<file path="config.mk">
export PLATFORM = sky130hd
export DESIGN_NAME = mem_arbiter
export DESIGN_NICKNAME = d
export VERILOG_FILES = /design/src/rtl/mem_arbiter_pkg.sv /design/src/rtl/mem_arb_pick.sv /design/src/rtl/mem_arbiter.sv
export SDC_FILE = /design/constraint.sdc
export NUM_CORES = 1
export LEC_CHECK = 0
export BUFFER_PORTS_ARGS = -buffer_cell sky130_fd_sc_hd__buf_2
export CORE_MARGIN = 2
export CORE_UTILIZATION = 44
export DETAILED_ROUTE_END_ITERATION = 12
export PLACE_DENSITY_LB_ADDON = 0.3
export SLEW_MARGIN = 20
export SYNTH_ARGS = -nofsm -noshare
export SYNTH_HDL_FRONTEND = slang
export SYNTH_SLANG_ARGS = --single-unit
</file>
<file path="constraint.sdc">
create_clock -name clk -period 2.6 [get_ports clk]
set_input_delay 0.13 -clock clk [delete_from_list [all_inputs] [get_ports clk]]
set_output_delay 0.13 -clock clk [all_outputs]
set_load 0.005 [all_outputs]
</file>
<file path="src/rtl/mem_arbiter_pkg.sv">
// Shared encodings and bus widths for the two-port memory write arbiter.
// No logic here; imported by mem_arb_pick and mem_arbiter.
package mem_arbiter_pkg;

    localparam int ADDR_W = 32;
    localparam int DATA_W = 32;

    localparam logic [1:0] IDLE = 2'd0;
    localparam logic [1:0] OWN0 = 2'd1;
    localparam logic [1:0] OWN1 = 2'd2;

    function automatic logic [1:0] own_of(input logic port);
        return port ? OWN1 : OWN0;
    endfunction

endpackage

</file>
<file path="src/rtl/mem_arb_pick.sv">
// Winner selection: locked owner first, then lone requester, then tie-break.
// Purely combinational; grant is only ever raised alongside its request.
module mem_arb_pick
    import mem_arbiter_pkg::*;
#(
    parameter int MAX_BURST = 4
) (
    input  logic       i_req0,
    input  logic       i_req1,
    input  logic       i_lock0,
    input  logic       i_lock1,
    input  logic [1:0] i_own,
    input  logic [7:0] i_cnt,
    input  logic       i_last,
    output logic       o_win_vld,
    output logic       o_win,
    output logic       o_gnt0,
    output logic       o_gnt1
);

    localparam logic [7:0] MAX_B = 8'(MAX_BURST);

    logic w_hold0;
    logic w_hold1;
    logic w_tie_win;

`ifdef MEM_ARB_RR_EN
    assign w_tie_win = ~i_last;
`else
    logic w_unused_last;
    assign w_unused_last = i_last;
    assign w_tie_win     = 1'b0;
`endif

    // Lock is honoured only while the burst is below the cap.
    assign w_hold0 = (i_own == OWN0) && i_req0 && i_lock0 && (i_cnt < MAX_B);
    assign w_hold1 = (i_own == OWN1) && i_req1 && i_lock1 && (i_cnt < MAX_B);

    always_comb begin
        o_win = 1'b0;
        if (w_hold0)
            o_win = 1'b0;
        else if (w_hold1)
            o_win = 1'b1;
        else if (i_req0 ^ i_req1)
            o_win = i_req1;
        else
            o_win = w_tie_win;
    end

    assign o_win_vld = i_req0 | i_req1;
    assign o_gnt0    = o_win_vld & ~o_win;
    assign o_gnt1    = o_win_vld &  o_win;

endmodule

</file>
<file path="src/rtl/mem_arbiter.sv">
// Two-port write arbiter into mem_ctrl; MEM_ARB_RR_EN selects round-robin ties (else port 0 wins).
// Latency: transfer at edge k appears on mem_* from k to k+1; one transfer per cycle.
// Backpressure: a requester holds req/addr/data/lock until the edge where its gnt is high.
module mem_arbiter
    import mem_arbiter_pkg::*;
#(
    parameter int MAX_BURST = 4
) (
    input  logic              clk,
    input  logic              rst,
    input  logic              req0,
    input  logic              req1,
    input  logic              lock0,
    input  logic              lock1,
    input  logic [ADDR_W-1:0] addr0,
    input  logic [ADDR_W-1:0] addr1,
    input  logic [DATA_W-1:0] data0,
    input  logic [DATA_W-1:0] data1,
    output logic              gnt0,
    output logic              gnt1,
    output logic [ADDR_W-1:0] mem_addr,
    output logic [DATA_W-1:0] mem_data,
    output logic              mem_we
);

    localparam logic [7:0] MAX_B = 8'(MAX_BURST);

    logic [1:0]        r_own;
    logic [7:0]        r_cnt;
    logic              r_last;
    logic [ADDR_W-1:0] r_mem_addr;
    logic [DATA_W-1:0] r_mem_data;
    logic              r_mem_we;

    logic              w_win_vld;
    logic              w_win;
    logic              w_lock;
    logic [1:0]        w_own_win;
    logic [ADDR_W-1:0] w_addr;
    logic [DATA_W-1:0] w_data;

    mem_arb_pick #(.MAX_BURST(MAX_BURST)) u_pick (
        .i_req0    (req0),
        .i_req1    (req1),
        .i_lock0   (lock0),
        .i_lock1   (lock1),
        .i_own     (r_own),
        .i_cnt     (r_cnt),
        .i_last    (r_last),
        .o_win_vld (w_win_vld),
        .o_win     (w_win),
        .o_gnt0    (gnt0),
        .o_gnt1    (gnt1)
    );

    assign w_lock    = w_win ? lock1 : lock0;
    assign w_addr    = w_win ? addr1 : addr0;
    assign w_data    = w_win ? data1 : data0;
    assign w_own_win = own_of(w_win);

    always_ff @(posedge clk or posedge rst) begin
        if (rst) begin
            r_own      <= IDLE;
            r_cnt      <= 8'd0;
            r_last     <= 1'b1;
            r_mem_addr <= '0;
            r_mem_data <= '0;
            r_mem_we   <= 1'b0;
        end else if (w_win_vld) begin
            r_mem_addr <= w_addr;
            r_mem_data <= w_data;
            r_mem_we   <= 1'b1;
            r_last     <= w_win;
            if (w_lock) begin
                r_own <= w_own_win;
                // A capped or newly started burst counts this transfer as its first.
                r_cnt <= ((r_own == w_own_win) && (r_cnt < MAX_B)) ? r_cnt + 8'd1 : 8'd1;
            end else begin
                r_own <= IDLE;
                r_cnt <= 8'd0;
            end
        end else begin
            r_mem_we <= 1'b0;
            r_own    <= IDLE;
            r_cnt    <= 8'd0;
        end
    end

    assign mem_addr = r_mem_addr;
    assign mem_data = r_mem_data;
    assign mem_we   = r_mem_we;

endmodule

</file>
* Word level (Yosys, flattened, before mapping)
Index checks and enable logic that the tools add are counted.
** Word-level totals
- Register bits :: 75
- Bits in latches :: 0
- RAM bits :: 0
- Memory bits (read-only) :: 0
- Input bits :: 134
- Output and inout port bits :: 67
- Word-level logic and storage cells :: 35
- Memories kept :: 0
** Operators by class
- Add/sub/neg operators :: 1
- Multipliers :: 0
- Div/mod/pow operators :: 0
- Order comparisons :: 1
- Equal/unequal tests :: 3
- Shift operators :: 0
- Muxes and demuxes :: 13
- Bitwise gates (word level) :: 5
- Reduce and logical (&&, ||, !) cells :: 7
** Operator list (number)
- $mux 32 :: 2
- $mux 8 :: 3
- $add 8x1->8 const B :: 1
- $lt 8x3->1 const B :: 1
- $logic_and 1x1->1 :: 7
- $mux 2 :: 3
- $mux 1 :: 5
- $and 1x1->1 :: 2
- $eq 2x1->1 const B :: 1
- $eq 2x2->1 :: 1
- $eq 2x2->1 const B :: 1
- $not 1->1 :: 1
- $or 1x1->1 :: 1
- $xor 1x1->1 :: 1

* Logic depth before layout (Yosys ltp)
- Depth after elaboration :: 12
- Depth in mapped cells :: 7
- Depth with buffers taken out :: 4

* Hierarchy
A second synthesis with hierarchy kept.
** Second synthesis, totals
- Cells, all modules :: 315
- Area total of the unflattened synthesis :: 3427.0 µm²
** Modules (own cells, without submodules)
- mem_arbiter :: times used 1, cells an instance 307, area each 3350.7 µm², seq. area each 1903.1 µm²
- mem_arb_pick :: times used 1, cells an instance 8, area each 76.3 µm², seq. area each 0.0 µm²

* Worst setup path after synthesis
OpenSTA, ideal clock, no wires.
- Path type :: register to register
- From :: register r_cnt[7]
- To :: register r_mem_data[10], in the netlist mem_data[10]
- Setup time :: 126 ps
- Data arrival time :: 1633 ps
- Data required time :: 2474 ps
- Slack :: 841 ps
- Stages on the path, launching flop included :: 7
- Buffers on the path :: 2
- Clock period less this slack :: 1759 ps
- Cell sequence :: dfrtp_1 -> nor4_1 -> nor4b_4 -> nor2b_1 -> buf_6 -> buf_2 -> a221o_1
** On the way
- Cells in the longest elaborated chain, start to end :: 5
- Elaborated cells between the ends (all ways) :: 6
- Classes of those cells :: order compare: 1; mux: 3; reduce/logical: 2
** Ends and longest elaborated chain
- start: declaration :: RTL line mem_arbiter.sv:29 : logic [7:0] r_cnt;
- start signal: assignment :: RTL line mem_arbiter.sv:77 : r_cnt <= ((r_own == w_own_win) && (r_cnt < MAX_B)) ? r_cnt + 8'd1 : 8'd1;
- $lt 8x3->1 (*) :: RTL line mem_arb_pick.sv:36, mem_arb_pick.sv:37
- $logic_and 1x1->1 :: RTL line mem_arb_pick.sv:37 : assign w_hold1 = (i_own == OWN1) && i_req1 && i_lock1 && (i_cnt < MAX_B);
- $mux 1 :: RTL line mem_arb_pick.sv:43 : else if (w_hold1)
- $mux 1 (*) :: RTL line mem_arb_pick.sv:41 : if (w_hold0)
- $mux 32 (*) :: RTL line mem_arbiter.sv:58 : assign w_data = w_win ? data1 : data0;
- end signal: assignment :: RTL line mem_arbiter.sv:71 : r_mem_data <= w_data;
- end: declaration :: RTL line mem_arbiter.sv:32 : logic [DATA_W-1:0] r_mem_data;
Mark *: on every way between the ends. The rest lies on a longest branch, timed or not.
A chain may end at the register's enable or synchronous reset.

* Final worst setup path
- From :: register r_own[1]
- To :: output gnt0
** On the way
- Cells in the longest elaborated chain, start to end :: 8
- Elaborated cells between the ends (all ways) :: 12
- Classes of those cells :: eq/ne: 2; mux: 2; bitwise: 2; reduce/logical: 6
** Ends and longest elaborated chain
- start: declaration :: RTL line mem_arbiter.sv:28 : logic [1:0] r_own;
- start signal: assignment :: RTL line mem_arbiter.sv:75 : r_own <= w_own_win;
- $eq 2x2->1 :: RTL line mem_arb_pick.sv:37
- $logic_and 1x1->1 (3 in a row) :: RTL line mem_arb_pick.sv:37
- $mux 1 :: RTL line mem_arb_pick.sv:43
- $mux 1 (*) :: RTL line mem_arb_pick.sv:41
- $not 1->1 (*) :: RTL line mem_arb_pick.sv:52 : assign o_gnt0 = o_win_vld & ~o_win;
- $and 1x1->1 (*) :: RTL line mem_arb_pick.sv:52
- end: declaration :: RTL line mem_arbiter.sv:19 : output logic gnt0,
Marked as above.

==> impl_metrics.yaml <==
logic_synthesis:
  syn_area_per_cell_um2: 11.6
  synth.ff_latch_count: 75
  synth.lib_cells_used.distinct: 24
  ys_warns: 0
  synth_top_cell_area_share: 0.501
  proportion_of_synthesized_chip_area_in_sequential_cells: 0.501
  ys_top_cells_by_area: "sky130_fd_sc_hd__dfrtp_1, sky130_fd_sc_hd__a221o_1, sky130_fd_sc_hd__mux2i_1"
  syn_inst: 323
  yosys.area.top_type: "sky130_fd_sc_hd__dfrtp_1"
  synth_area_mm2: 0.00374
timing:
  hold_viol: 0
  rsz0062_at_grt: "false"
  max_freq_mhz: 468
  timing.final.crit_period_ns: 2.14
  timing.final.max_slew_violations: 0
  max_slew.worst_pin.slew_ns: 0.738
  postLayoutSetupSlackWorst_ns: 0.464
  final_min_period_over_clock_period: 0.822
  headroom_to_the_max_slew_limit: 0.508
  timing.setup.tns_ns: 0
  worst_hold_slack_ns: 0.0154
  report.final.setup_viol: 0
  fin_worst_skew_ns: 0.0119
clock_network:
  h-tree-depth: 3
  max_root_sink_buffers: 2
  cts_resized: 0
  cts_post_setup_buffers_inserted: 0
  clk_pin_slew_ns: 0.08
  number_of_buffers_created_by_cts: 9
  tritoncts: "yes"
  clock-sinks: 75
  cts_root_buf: "sky130_fd_sc_hd__clkbuf_8"
  clk_latency_ns: 0.34
placed_design:
  post-place-ws_ns: 0.494
  numPortBuffers: 200
  hpwl_dp_um: 7160
  place_congestion: 0.766
  placement.cell_area_mm2: 0.00481
hold_path:
  min_delay_path_depth: 2
  min-delay-path-class: "in -> reg"
critical_path:
  worst-r2r-cell-count: 4
  reg2reg_slack_ns: 0.49
  cp.required_ns: 2.47
  worstPathArrival_ns: 2.01
  worst_setup_path_start_kind: "register"
  worst_setup_path_end_kind: "output pin"
  path_class: "reg -> out"
  path_max_fanout: 37
final_layout:
  num-nets-final: 651
  syn_to_final_growth_pct: 34.7
  ratio_of_cells_with_drive_above_1_in_the_final_layout: 0.434
  antenna_cell_count: 0
  postLayoutCellArea_mm2: 0.00505
global_routing:
  antenna_found_initial: 0
  grt_max_degree: 70
  grt_remaining_overflow: 0
  vias_in_the_first_global_route: 3284
  grt_pass1_wl_um: 15800
  groute.usage.overall: 0.220
drt:
  detail_route.wirelength_um: 10300
  drt_drc_violations_left: 0
  detail-route-antenna-nets: 0
  vias_per_cell: 5.41
  dr.pass1.iters: 4
  violation_count_after_the_first_detailed_routing_iteration: 127
  routedWlPerCell_um: 16.4
  via_count: 3384
run_status:
  status: "finished clean"
power_and_ir_drop:
  power.leakage_nw: 2.69
  max_rail_drop_vdd_mv: 0.264
  power_density_mw_per_mm2: 568
flow_run:
  drv_cap: 0
floorplan:
  pin_count: 201
  chipHeight_um: 96.3
  core_area_mm2: 0.00822
  dieArea_mm2: 0.00927
  fp.dieW_um: 96.3
  initial_utilization: 0.456
  fp-row-count: 33
cell families after synthesis:
| kind of cell | synth area share |
|---|---|
| adders and majority gates | 0.00334 |
| xor gates and xnor gates | 0.00234 |
| muxes | 0.171 |
| buffers and inverters | 0.0448 |
| AOI/OAI and AO/OA | 0.176 |
| other | 0.00100 |
| and+or+nand+nor | 0.0999 |
| DFF | 0.501 |
layer usage:
metal | vias to the layer above | global-route usage | wire length, µm | share of wire
li1 | 1604 | - | - | -
met1 | 1609 | 0.275 | 4270 | 0.42
met2 | 156 | 0.384 | 5020 | 0.49
met3 | 15 | 0.0423 | 811 | 0.079
met4 | 0 | 0.0702 | 155 | 0.015
met5 | - | 0 | 0 | 0
cells in the mapped netlist:
cell and instances:
sky130_fd_sc_hd__nand4b_1 1, sky130_fd_sc_hd__buf_6 5, sky130_fd_sc_hd__and3_1 2, sky130_fd_sc_hd__a21oi_1 2, sky130_fd_sc_hd__buf_2 14, sky130_fd_sc_hd__nor4b_4 1
sky130_fd_sc_hd__nor2b_1 1, sky130_fd_sc_hd__dfrtp_1 75, sky130_fd_sc_hd__mux2i_1 64, sky130_fd_sc_hd__clkbuf_1 10, sky130_fd_sc_hd__nand2b_1 3, sky130_fd_sc_hd__and2_1 1
sky130_fd_sc_hd__nand4b_2 1, sky130_fd_sc_hd__or2_2 1, sky130_fd_sc_hd__ha_1 1, sky130_fd_sc_hd__nor2_1 67, sky130_fd_sc_hd__a221o_1 64, sky130_fd_sc_hd__o21ai_0 2
sky130_fd_sc_hd__nand2_1 3, sky130_fd_sc_hd__inv_1 1, sky130_fd_sc_hd__xor2_1 1, sky130_fd_sc_hd__conb_1 1, sky130_fd_sc_hd__nand3b_1 1, sky130_fd_sc_hd__nor4_1 1
worst max-delay path, stage by stage (launching register included):
cell                       delay, ns
sky130_fd_sc_hd__dfrtp_1        0.41
sky130_fd_sc_hd__nand4b_2       0.15
sky130_fd_sc_hd__nor4b_4        0.08
sky130_fd_sc_hd__nor2b_4        0.59
sky130_fd_sc_hd__buf_12         0.29
sky130_fd_sc_hd__buf_2          0.14
registers in the layout, summed over array words and instances (netlist names):
| signal | cells |
|---|---|
| mem_addr | 32 |
| mem_data | 32 |
| mem_we | 1 |
| r_cnt | 8 |
| r_own | 2 |
final cells by class:
| class | instances | area [µm²] |
|---|---|---|
| Fill cell | 701 | 3170 |
| Clock buffer | 12 | 155 |
| Timing Repair Buffer | 207 | 1080 |
| Tap cell | 105 | 131 |
| Clock inverter | 4 | 72.6 |
| Multi-Input combinational cell | 222 | 1720 |
| Inverter | 1 | 3.75 |
| Sequential cell | 75 | 1880 |
power by group:
group          leakage (nW)  internal [mW]  total [mW]  switching [mW]
clock                 0.113          0.592        1.01           0.418
combinational          1.67          0.283       0.535           0.252
sequential            0.907           1.27        1.32          0.0557
timing repair:
item	4_1_cts	5_1_grt
hold buffers	1	0
setup endpoints to repair	0	0
hold endpoints to repair	30	0
placed cells by master, fill, tap and decap left out, drive strengths merged, types with 3 or more instances in the layout:
cell,synthesis,final
nand2b,3,3
nor2,67,67
nand2,3,3
dfrtp,75,75
mux2i,64,64
conb,1,5
a221o,64,64
buf,19,206
clkbuf,10,12
through the flow:
| stage | power, mW | util | instances |
|---|---|---|---|
| floorplan | 1.61 | - | 327 |
| global placement | 1.86 | 0.585 | 609 |
| detailed placement | 1.88 | 0.585 | 609 |
| CTS | 2.89 | 0.614 | 626 |
| global route | 3.00 | 0.614 | 626 |
| finish | 2.87 | 0.614 | 626 |
worst paths after layout:
| path | from | endpoint |
|---|---|---|
| worst min register to register | r_cnt[0] | r_cnt[0] |
| worst min-delay path | data0[3] | mem_data[3] |
| worst max register to register | r_cnt[7] | mem_data[28] |
| worst max-delay path | r_own[1] | gnt0 |
| min in group asynchronous | rst | mem_data[6] |
| max in group asynchronous | rst | mem_addr[6] |
(Power assumes the default switching activity.)
